$ cat config.mk
export PLATFORM = sky130hd
export DESIGN_NAME = memory_flat
export DESIGN_NICKNAME = d
export VERILOG_FILES = /design/src/rtl/memory_if.sv /design/src/rtl/memory.sv /design/src/flat_wrapper.sv
export SDC_FILE = /design/constraint.sdc
export NUM_CORES = 1
export LEC_CHECK = 0
export CAP_MARGIN = 10
export CORE_ASPECT_RATIO = 1.1
export CORE_MARGIN = 10
export CORE_UTILIZATION = 45
export CTS_BUF_LIST = sky130_fd_sc_hd__clkbuf_16
export CTS_CLUSTER_SIZE = 10
export DETAILED_ROUTE_END_ITERATION = 7
export PLACE_DENSITY_LB_ADDON = 0.08
export SLEW_MARGIN = 20
export SYNTH_ARGS = -nofsm -noshare
export SYNTH_HDL_FRONTEND = slang
export SYNTH_SLANG_ARGS = --single-unit
$ cat constraint.sdc
create_clock -name clk -period 5 [get_ports clk]
set_input_delay 1 -clock clk [delete_from_list [all_inputs] [get_ports clk]]
set_output_delay 1 -clock clk [all_outputs]
set_load 0.01 [all_outputs]
$ cat src/rtl/memory_if.sv
// Signal bundle for the register-file memory/ALU block.
// Clock comes in as an interface port; everything else is a plain interface signal.
interface mem_if #(
  parameter int DATA_W = 8,
  parameter int ADDR_W = 4
) (
  input logic clk
);
  logic              rst;
  logic              valid;
  logic [2:0]        op;
  logic [ADDR_W-1:0] addr_a;
  logic [ADDR_W-1:0] addr_b;
  logic [ADDR_W-1:0] addr_d;
  logic [DATA_W-1:0] wdata;
  logic [DATA_W-1:0] rdata;
  logic              carry;
  logic              zero;
  logic              done;

  modport dut (
    input  clk, rst, valid, op, addr_a, addr_b, addr_d, wdata,
    output rdata, carry, zero, done
  );
endinterface

$ cat src/rtl/memory.sv
// Small register-file memory with a built-in ALU: one op per cycle,
// operands read combinationally, result written back and registered on the same edge.
module memory #(
  parameter int DATA_W = 8,
  parameter int ADDR_W = 4
) (
  mem_if.dut bus
);
  localparam int DEPTH = 2 ** ADDR_W;

  typedef enum logic [2:0] {
    OP_NOP   = 3'b000,
    OP_WRITE = 3'b001,
    OP_READ  = 3'b010,
    OP_ADD   = 3'b011,
    OP_SUB   = 3'b100,
    OP_AND   = 3'b101,
    OP_OR    = 3'b110,
    OP_XOR   = 3'b111
  } op_t;

  op_t               op_code;
  logic [DATA_W-1:0] mem [DEPTH];
  logic [DATA_W-1:0] opnd_a;
  logic [DATA_W-1:0] opnd_b;
  logic [DATA_W-1:0] result;
  logic [DATA_W:0]   wide;
  logic              res_carry;
  logic              store_en;
  logic              accept;

  // Operands come from the pre-edge array, so addr_d aliasing addr_a/addr_b sees old values.
  assign op_code = op_t'(bus.op);
  assign opnd_a  = mem[bus.addr_a];
  assign opnd_b  = mem[bus.addr_b];
  assign accept  = bus.valid && (op_code != OP_NOP);

  always_comb begin
    result    = '0;
    res_carry = 1'b0;
    store_en  = 1'b0;
    wide      = '0;
    case (op_code)
      OP_WRITE: begin
        result   = bus.wdata;
        store_en = 1'b1;
      end
      OP_READ: result = opnd_a;
      OP_ADD: begin
        wide      = {1'b0, opnd_a} + {1'b0, opnd_b};
        result    = wide[DATA_W-1:0];
        res_carry = wide[DATA_W];
        store_en  = 1'b1;
      end
      OP_SUB: begin
        // The extra top bit of the widened difference is exactly the borrow (a < b).
        wide      = {1'b0, opnd_a} - {1'b0, opnd_b};
        result    = wide[DATA_W-1:0];
        res_carry = wide[DATA_W];
        store_en  = 1'b1;
      end
      OP_AND: begin
        result   = opnd_a & opnd_b;
        store_en = 1'b1;
      end
      OP_OR: begin
        result   = opnd_a | opnd_b;
        store_en = 1'b1;
      end
      OP_XOR: begin
        result   = opnd_a ^ opnd_b;
        store_en = 1'b1;
      end
      default: ;
    endcase
  end

  always_ff @(posedge bus.clk or negedge bus.rst) begin
    if (!bus.rst) begin
      for (int i = 0; i < DEPTH; i++) mem[i] <= '0;
      bus.rdata <= '0;
      bus.carry <= 1'b0;
      bus.zero  <= 1'b0;
      bus.done  <= 1'b0;
    end else begin
      bus.done <= accept;
      if (accept) begin
        bus.rdata <= result;
        bus.carry <= res_carry;
        bus.zero  <= (result == '0);
        if (store_en) mem[bus.addr_d] <= result;
      end
    end
  end
endmodule

$ cat src/flat_wrapper.sv
// flat-port wrapper written by rule: the top's interface ports become plain ports
module memory_flat 
#(
  parameter int DATA_W = 8,
  parameter int ADDR_W = 4
)
  (clk, bus_rst, bus_valid, bus_op, bus_addr_a, bus_addr_b, bus_addr_d, bus_wdata, bus_rdata, bus_carry, bus_zero, bus_done);
  mem_if #(.DATA_W(DATA_W), .ADDR_W(ADDR_W)) bus_i (.clk(clk));
  input wire logic clk;
  input wire logic [$bits(bus_i.rst)-1:0] bus_rst;
  input wire logic [$bits(bus_i.valid)-1:0] bus_valid;
  input wire logic [$bits(bus_i.op)-1:0] bus_op;
  input wire logic [$bits(bus_i.addr_a)-1:0] bus_addr_a;
  input wire logic [$bits(bus_i.addr_b)-1:0] bus_addr_b;
  input wire logic [$bits(bus_i.addr_d)-1:0] bus_addr_d;
  input wire logic [$bits(bus_i.wdata)-1:0] bus_wdata;
  output wire logic [$bits(bus_i.rdata)-1:0] bus_rdata;
  output wire logic [$bits(bus_i.carry)-1:0] bus_carry;
  output wire logic [$bits(bus_i.zero)-1:0] bus_zero;
  output wire logic [$bits(bus_i.done)-1:0] bus_done;
  assign bus_i.rst = bus_rst;
  assign bus_i.valid = bus_valid;
  assign bus_i.op = bus_op;
  assign bus_i.addr_a = bus_addr_a;
  assign bus_i.addr_b = bus_addr_b;
  assign bus_i.addr_d = bus_addr_d;
  assign bus_i.wdata = bus_wdata;
  assign bus_rdata = bus_i.rdata;
  assign bus_carry = bus_i.carry;
  assign bus_zero = bus_i.zero;
  assign bus_done = bus_i.done;
  memory #(.DATA_W(DATA_W), .ADDR_W(ADDR_W)) u_core (.bus(bus_i));
endmodule
## Word level (Yosys, flattened, before mapping)

Cells that the tools add are included.
Widths: inputs -> output; s select.

| storage, ports and cells | value |
|---|---|
| input bits | 26 |
| register bits | 139 |
| output and inout port bits | 11 |
| word-level logic and storage cells | 57 |

| operators by class | value |
|---|---|
| order comparisons | 4 |
| add/sub/neg operators | 2 |
| equal/unequal tests | 7 |
| reduce and logical (&&, ||, !) cells | 6 |
| bitwise logic cells | 6 |
| multiplexer cells | 12 |

Operators by type and width:

| kind | count |
|---|---|
| $bwmux 128 | 1 |
| $bmux 8 s4 | 2 |
| $pmux 8 s7 | 1 |
| $mux 8 | 5 |
| $demux 8 s4 | 1 |
| $ge 5x5->1 const B | 3 |
| $not 4->5 | 3 |
| $eq 3x3->1 const B | 4 |
| $add 8x8->9 | 1 |
| $sub 8x8->9 | 1 |
| $and 8x8->8 | 1 |
| $logic_not 8->1 | 1 |
| $or 8x8->8 | 1 |
| $xor 8x8->8 | 1 |
| $eq 3x2->1 const B | 2 |
| $reduce_or 6->1 | 1 |
| $lt 5x1->1 const B | 1 |
| $eq 3x1->1 const B | 1 |
| $reduce_bool 3->1 | 1 |
| $logic_and 1x1->1 | 2 |
| $pmux 1 s2 | 1 |
| $reduce_and 2->1 | 1 |
| $mux 1 | 1 |

## Logic depth before layout (Yosys ltp)

Gate-level depths: netlist (run 1).

| logic depth | value |
|---|---|
| word-level depth | 7 |
| mapped depth | 19 |

## Worst setup path after synthesis (run 1)

OpenSTA, ideal clock, no wires.

| path | value |
|---|---|
| path type | in2reg |
| from | in bus_addr_b[0] |
| to | reg u_core.mem[103] (netlist name) |
| slack | -4 ps |
| library setup time | 137 ps |
| buffers on the path | 4 |
| cell stages on the path | 15 |
| arrival time | 4867 ps |
| cells stage by stage | clkbuf_1 -> buf_1 -> mux4_2 -> mux4_2 -> inv_1 -> ha_1 -> o21ba_2 -> or4_1 -> o21ai_0 -> o41ai_1 -> mux2i_1 -> and3_1 -> clkbuf_1 -> buf_2 -> a21oi_1 |

| on the way | value |
|---|---|
| word-level cells in the longest chain between the ends | 7 |

Ends and longest elaborated chain:

| element | line | text |
|---|---|---|
| start, declared | flat_wrapper.sv:14 | `input wire logic [$bits(bus_i.addr_b)-1:0] bus_addr_b;` |
| $not 4->5 (implied by the code) * | memory.sv:35 | `assign opnd_b = mem[bus.addr_b];` |
| $bmux 8 s4 * | memory.sv:35 |  |
| $mux 8 (implied by the code) * (2 in a row) | memory.sv:35 |  |
| $sub 8x8->9 (tied with other cells) | memory.sv:57 | `wide = {1'b0, opnd_a} - {1'b0, opnd_b};` |
| $pmux 8 s7 * | memory.sv:43 | `case (op_code)` |
| $bwmux 128 * | memory.sv:91 | `if (store_en) mem[bus.addr_d] <= result;` |
| end signal, assigned by index | memory.sv:91 |  |
| end, declared | memory.sv:23 | `logic [DATA_W-1:0] mem [DEPTH];` |

Every way passes the cells marked *; elsewhere a longest branch is shown, timed or not. The select of a mux whose other input is x is not followed.
A chain may end at the register's enable or synchronous reset.

## Worst setup path in the final report (run 1)

| path | value |
|---|---|
| from | in bus_addr_a[3] |
| to | reg u_core.mem[54] (netlist name) |

| on the way | value |
|---|---|
| word-level cells in the longest chain between the ends | 7 |

Ends and longest elaborated chain:

| element | line | text |
|---|---|---|
| start, declared | flat_wrapper.sv:13 | `input wire logic [$bits(bus_i.addr_a)-1:0] bus_addr_a;` |
| $not 4->5 (implied by the code) * | memory.sv:34 | `assign opnd_a = mem[bus.addr_a];` |
| $bmux 8 s4 * | memory.sv:34 |  |
| $mux 8 (implied by the code) * (2 in a row) | memory.sv:34 |  |
| $sub 8x8->9 (tied with other cells) | memory.sv:57 |  |
| $pmux 8 s7 * | memory.sv:43 |  |
| $bwmux 128 * | memory.sv:91 |  |

Marks and branches as above.

==> summary.txt, run 1 <==
count of cells resized by post-cts repair: 0
I/O Buffers: 36
PD cells: 511 mW/mm²
CP endpoint kind: register
clock sink total: 139
cell count after synthesis: 775
hold_sp: u_core.bus.rdata[6]
clock buffer count from CTS: 17
fin util: 0.531
final hold vios: 0
final HPWL from detailed placement: 17800 µm
vias in the first global route: 6735
Min Hold Slack: 0.478 ns
Initial Util: 0.457
gpl congestion: 0.910
Initial DRC Count: 573
Pins Over Slew Limit: 0
number of synthesized flops with an enable pin: 0
Leakage: 4.16 nW
ratio of cells with drive above 1 in the final layout: 0.235
DRC violations left: 0
Sw Pwr: 1.78 mW
Main synth FF type: dfrtp_1
Worst Setup SP: bus_addr_a[3]
CP arrival: 4.79 ns
cell area after layout: 0.00977 mm²
RSZ-0062 raised after global routing: false
first-pass GRT wire length: 39300 µm
outcome: finished clean
Synth Area in Simple Gates: 0.114
die width: 150 µm
die area: 0.0246 mm²
R2R Path Start: u_core.mem[40]
critical path class: in -> reg
Seq/Total Area, Yosys: 0.414
largest family of logic cells by synthesized area: multiplexers
vias: 6393
final wirelength: 25100 µm
endpoints failing setup: 0
Tcrit/Tclk final: 0.904
ys async rst share: 1.00
CP required: 5.27 ns
Post-Syn Area per Cell: 10.8 µm²
placed insts: 1039
CORE AREA: 0.0184 mm²
Synth Area in XOR/XNOR: 0.00625
Antenna diodes: 0
register area: 0.00348 mm²
synthesis-to-finish area growth: 16.2%
Int Pwr: 3.22 mW
CTS tree: built
total negative slack: 0 ns
initial antenna violation count: 0
Synth Cell Area: 0.00841 mm²
HP Class: reg -> reg
Placement Rows: 52
die height: 163 µm
clock buffer depth: 2
total of max-cap violations: 0
hold_buf cts: 0
Seq cells post-synth: 139
synthesized net count: 827
Setup crit start kind: input pin
Root Driver: clkbuf_16
Least-Margin Pin Slew: 1.05 ns
DR WL/cell: 23.4 µm
Slew HR: 0.299
final non-filler cell total: 1070
Switching Share: 0.356
postcts setup bufs: 0
placed cell areas: 0.00919 mm²
Synth Area in Adders: 0.0405
post-synthesis mux area share: 0.260
critical path fanouts, max: 17
area of the multi-input gates: 0.00457 mm²
Logic pwr share: 0.389
number of vias per cell: 5.97
complex-gate fraction of the synthesized area: 0.120
TritonRoute pass-1 iters: 5
num ports: 37
warnings from Yosys: 0
Remaining Overflow, GRT: 0
insertion delay to the later sink of the worst-skew pair: 0.42 ns
H-Tree Depth: 4
Clk pin slew, worst setup/hold paths: 0.06 ns
antenna-violating nets left: 0
post-synth cell types: 65
maximum vdd drop: 276 µV
GRT Util Overall: 0.211
Worst Skew: 0.0116 ns
nets@finish: 867
FILL cells: 1621
fin crit period: 4.52 ns
Clock power frac: 0.253
largest net degree at the start of global routing: 110
Sequential Power Share: 0.359
maximum clock rate: 221 MHz
through the flow:
step                      worst slack, ns  total power [mW]
after floorplan                   0.00842              3.11
after global placement              0.131              3.65
after detailed placement           0.0590              3.72
after CTS                           0.474              5.00
after global routing                0.279              5.29
final                               0.478              5.00
power groups by stage:
stage               Combinational [mW]  Clock [mW]  Sequential [mW]
finish                            1.94        1.26             1.79
global route                      2.12        1.33             1.84
CTS                               1.93        1.28             1.78
detailed placement                1.92           0             1.80
global placement                  1.88           0             1.78
floorplan                         1.40           0             1.71
cell usage after synthesis, types with 3 or more instances:
cell type	number	share of area
and2_1	3	0.0022
buf_2	12	0.0071
nor2_1	131	0.058
o22ai_1	5	0.0037
mux2i_1	24	0.029
nand3b_1	3	0.0027
o221ai_1	3	0.0031
nand2b_1	6	0.0045
inv_1	26	0.012
xnor2_1	6	0.0062
a22oi_1	3	0.0027
o21ai_0	15	0.0089
buf_6	4	0.0054
ha_1	24	0.036
mux2_1	4	0.0054
buf_1	10	0.0045
mux2_2	35	0.047
mux4_2	67	0.18
nand3_1	6	0.0036
nand2_1	39	0.017
a221oi_1	3	0.0031
nor2b_1	7	0.0052
a21oi_1	110	0.065
clkbuf_1	30	0.013
dfrtp_1	139	0.41
nor3_1	7	0.0042
placed cells by master (no fill, tap or decap), types with 3 or more instances in the layout:
cell and n:
bufinv_16 3, nor2_1 131, a22oi_1 3, mux2i_1 24, ha_1 24, o221ai_1 3
nand3_1 6, nor3_2 3, dfrtp_1 139, buf_4 38, clkdlybuf4s50_1 32, clkinv_2 3
nor3_1 4, clkbuf_16 17, mux2_2 35, mux2_1 4, nand2b_1 6, buf_2 3
nor2b_1 7, a221oi_1 3, mux4_2 67, clkinv_4 3, xnor2_1 6, buf_12 5
inv_1 28, and2_1 3, o22ai_1 5, nand2_1 39, a21oi_1 110, nand3b_1 3
o21ai_0 15
cell type report:
class | instances | area share
well taps | 243 | 0.0311
repair buffers | 79 | 0.0751
inverters | 28 | 0.0108
clock inverters | 14 | 0.0161
clock buffers | 17 | 0.0435
flip-flops and latches | 139 | 0.356
multi-input cells | 550 | 0.467
layer usage:
metal,track usage,share of wire
met3,0.0371,0.049
met2,0.340,0.48
met4,0.0897,0.036
met1,0.274,0.43
met5,0,0
registers in the layout (all words and copies together) (netlist names):
name and flops:
u_core.bus.zero 1, u_core.bus.done 1, u_core.mem 128, u_core.bus.rdata 8, u_core.bus.carry 1
worst paths after layout:
| kind | to | slack, ns | depth (start not counted) |
|---|---|---|---|
| min reg2reg | u_core.bus.rdata[6] | 0.48 | 2 |
| min | u_core.bus.rdata[6] | 0.48 | 2 |
| max reg2reg | u_core.mem[54] | 1.19 | 15 |
| max in group asynchronous | u_core.mem[92] | 3.37 | 2 |
| max | u_core.mem[54] | 0.48 | 15 |
| min in group asynchronous | u_core.mem[66] | 0.64 | 1 |
cell families (layout without fill, tap and decap cells):
family | count (synthesis) | in the layout
AND/OR/NAND/NOR | 218 | 218
buffers and inverters | 86 | 138
adder cells (fa/ha/maj) | 26 | 26
flip-flops | 139 | 139
XOR/XNOR | 6 | 6
multiplexers | 130 | 130
AO/OA/AOI/OAI | 170 | 170
worst max-delay path, cell delays in order:
cell             delay, ns
clkdlybuf4s50_1       0.47
buf_4                 0.25
inv_1                 0.26
nand2_1               0.08
a31oi_1               0.35
buf_4                 0.19
ha_1                  0.20
inv_1                 0.08
fa_1                  0.47
o31ai_1               0.46
a31o_2                0.26
o221ai_1              0.15
a21oi_2               0.20
buf_4                 0.26
a21oi_1               0.10
Note: power is estimated with default switching activity, not from simulation.
==> run 2: changes to the inputs <==
- GPL_TIMING_DRIVEN: unset -> 1
==> results of run 2 <==
Same layout as run 1: the final DEF is identical, and so are final timing and power.
==> run 3: changes to the inputs <==
- SETUP_SLACK_MARGIN: unset -> 0.2
==> run 3 against run 2 <==
Core utilization increased by 0.36 points; clock-buffer cell count unchanged; via count decreased by 0.94%; fmax decreased by 0.17%; worst hold slack about the same; routed wire length decreased by 3.6%; worst setup slack got worse by 0.0076 ns; register-to-register slack improved by 0.10 ns; global-route usage decreased by 0.73 points; sequential share of layout area decreased by 0.24 points; sequential power about the same; critical path type unchanged; critical endpoint is now u_core.mem[42].
==> summary.txt, run 3 (synthesis gave the netlist of run 1 again) <==
total of max-cap violations: 0
critical path fanouts, max: 16
Clock power frac: 0.267
Clk pin slew, worst setup/hold paths: 0.06 ns
postcts setup bufs: 0
placed cell areas: 0.00920 mm²
TritonRoute pass-1 iters: 5
final HPWL from detailed placement: 17500 µm
Setup crit start kind: input pin
Switching Share: 0.345
commonest non-fill, non-tap cell in the layout: dfrtp_1
die area: 0.0246 mm²
CTS tree: built
DR WL/cell: 22.5 µm
clock buffer count from CTS: 17
outcome: finished clean
clock buffer depth: 2
crit path cell chain: clkdlybuf4s50_1 -> buf_4 -> inv_1 -> buf_4 -> nand2_1 -> a31oi_1 -> ha_1 -> inv_1 -> fa_1 -> nor2_1 -> xnor2_1 -> a21oi_1 -> o221ai_1 -> o22a_1 -> buf_4 -> mux2_2
gpl congestion: 0.936
Sw Pwr: 1.75 mW
Least-Margin Pin Slew: 0.999 ns
initial antenna violation count: 0
Initial Util: 0.457
number of vias per cell: 5.90
PD cells: 516 mW/mm²
Pins Over Slew Limit: 0
Placement Rows: 52
CP endpoint kind: register
antenna-violating nets left: 0
Root Driver: clkbuf_16
hold_buf cts: 0
Initial DRC Count: 564
Tcrit/Tclk final: 0.906
synthesis-to-finish area growth: 17.0%
Antenna diodes: 0
Largest Register: u_core.mem
maximum vdd drop: 269 µV
final wirelength: 24200 µm
die height: 163 µm
fin crit period: 4.53 ns
GRT Util Overall: 0.204
CP arrival: 4.88 ns
Worst Skew: 0.00959 ns
final hold vios: 0
die width: 150 µm
clock sink total: 139
Leakage: 4.21 nW
vias: 6333
Slowest Stage Delay on Critical Path: 0.49 ns
endpoints failing setup: 0
RSZ-0062 raised after global routing: true
cell mode on critical path: buf_4
HP Class: reg -> reg
critical path class: in -> reg
I/O Buffers: 36
largest net degree at the start of global routing: 105
most frequent cells in the layout: dfrtp_1, nor2_1, a21oi_1, mux4_2, buf_4
ratio of cells with drive above 1 in the final layout: 0.239
Tot Pwr: 5.08 mW
max reg flops: 128
vias in the first global route: 6419
CP required: 5.35 ns
top flop regs: u_core.mem x128, u_core.bus.rdata x8
Crit-path slowest cell: clkdlybuf4s50_1
first-pass GRT wire length: 38100 µm
num ports: 37
nets@finish: 870
Logic pwr share: 0.382
DRC violations left: 0
Slew HR: 0.334
Sequential Power Share: 0.351
Min Hold Slack: 0.478 ns
maximum clock rate: 221 MHz
CORE AREA: 0.0184 mm²
cell area after layout: 0.00984 mm²
H-Tree Depth: 4
insertion delay to the later sink of the worst-skew pair: 0.41 ns
Remaining Overflow, GRT: 0
Int Pwr: 3.33 mW
-- run 3: critical path: cells and delay by family --
kind	cells	cell delay, ns
compound gates	4	1.25
xor+xnor	1	0.14
fa+ha+maj	2	0.78
buf+inv	6	1.32
mux	1	0.18
simple gates	2	0.20
-- run 3: layout make-up --
type / count / area (µm²)
Sequential cell: 139 / 3480
Clock inverter: 15 / 209
Fill cell: 1605 / 8570
Tap cell: 243 / 304
Multi-Input combinational cell: 550 / 4580
Timing Repair Buffer: 82 / 742
Clock buffer: 17 / 425
Inverter: 28 / 105
-- run 3: worst paths after layout --
path / start / to / slack [ns] / cells after the start
setup / recovery: bus_addr_a[3] / u_core.mem[42] / 0.47 / 16
hold / removal: u_core.bus.rdata[2] / u_core.bus.rdata[2] / 0.48 / 2
setup reg to reg: u_core.mem[40] / u_core.mem[54] / 1.29 / 15
hold reg to reg: u_core.bus.rdata[2] / u_core.bus.rdata[2] / 0.48 / 2
max in group asynchronous: bus_rst / u_core.mem[2] / 3.29 / 2
min in group asynchronous: bus_rst / u_core.mem[81] / 0.66 / 1
-- run 3: per-stage QoR --
step | setup slack [ns] | utilization | setup TNS, ns | std cells
after global routing | 0.192 | 0.534 | 0 | 1074
final | 0.471 | 0.534 | 0 | 1074
after detailed placement | -0.0210 | 0.500 | -0.0550 | 1042
after CTS | 0.421 | 0.534 | 0 | 1074
after global placement | 0.106 | 0.500 | 0 | 1042
after floorplan | 0.272 | - | 0 | 775
-- run 3: power groups by stage --
stage / combinational, mW / clock [mW] / sequential (mW)
6_report: 1.94 / 1.36 / 1.78
2_1_floorplan: 1.41 / 0 / 1.71
4_1_cts: 1.93 / 1.38 / 1.77
5_1_grt: 2.14 / 1.43 / 1.83
3_5_place_dp: 1.92 / 0 / 1.79
3_3_place_gp: 1.89 / 0 / 1.77
-- run 3: routing by layer --
layer | part of all wire | GRT usage | wire [µm]
met5 | 0 | 0 | 0
met4 | 0.024 | 0.0650 | 570
met3 | 0.046 | 0.0335 | 1120
met2 | 0.50 | 0.335 | 12000
met1 | 0.43 | 0.269 | 10500
-- run 3: what timing repair did --
action / CTS / global route
endpoints found under the setup margin: 0 / 6
gates resized for setup: 0 / 2
hold endpoints to repair: 0 / 0
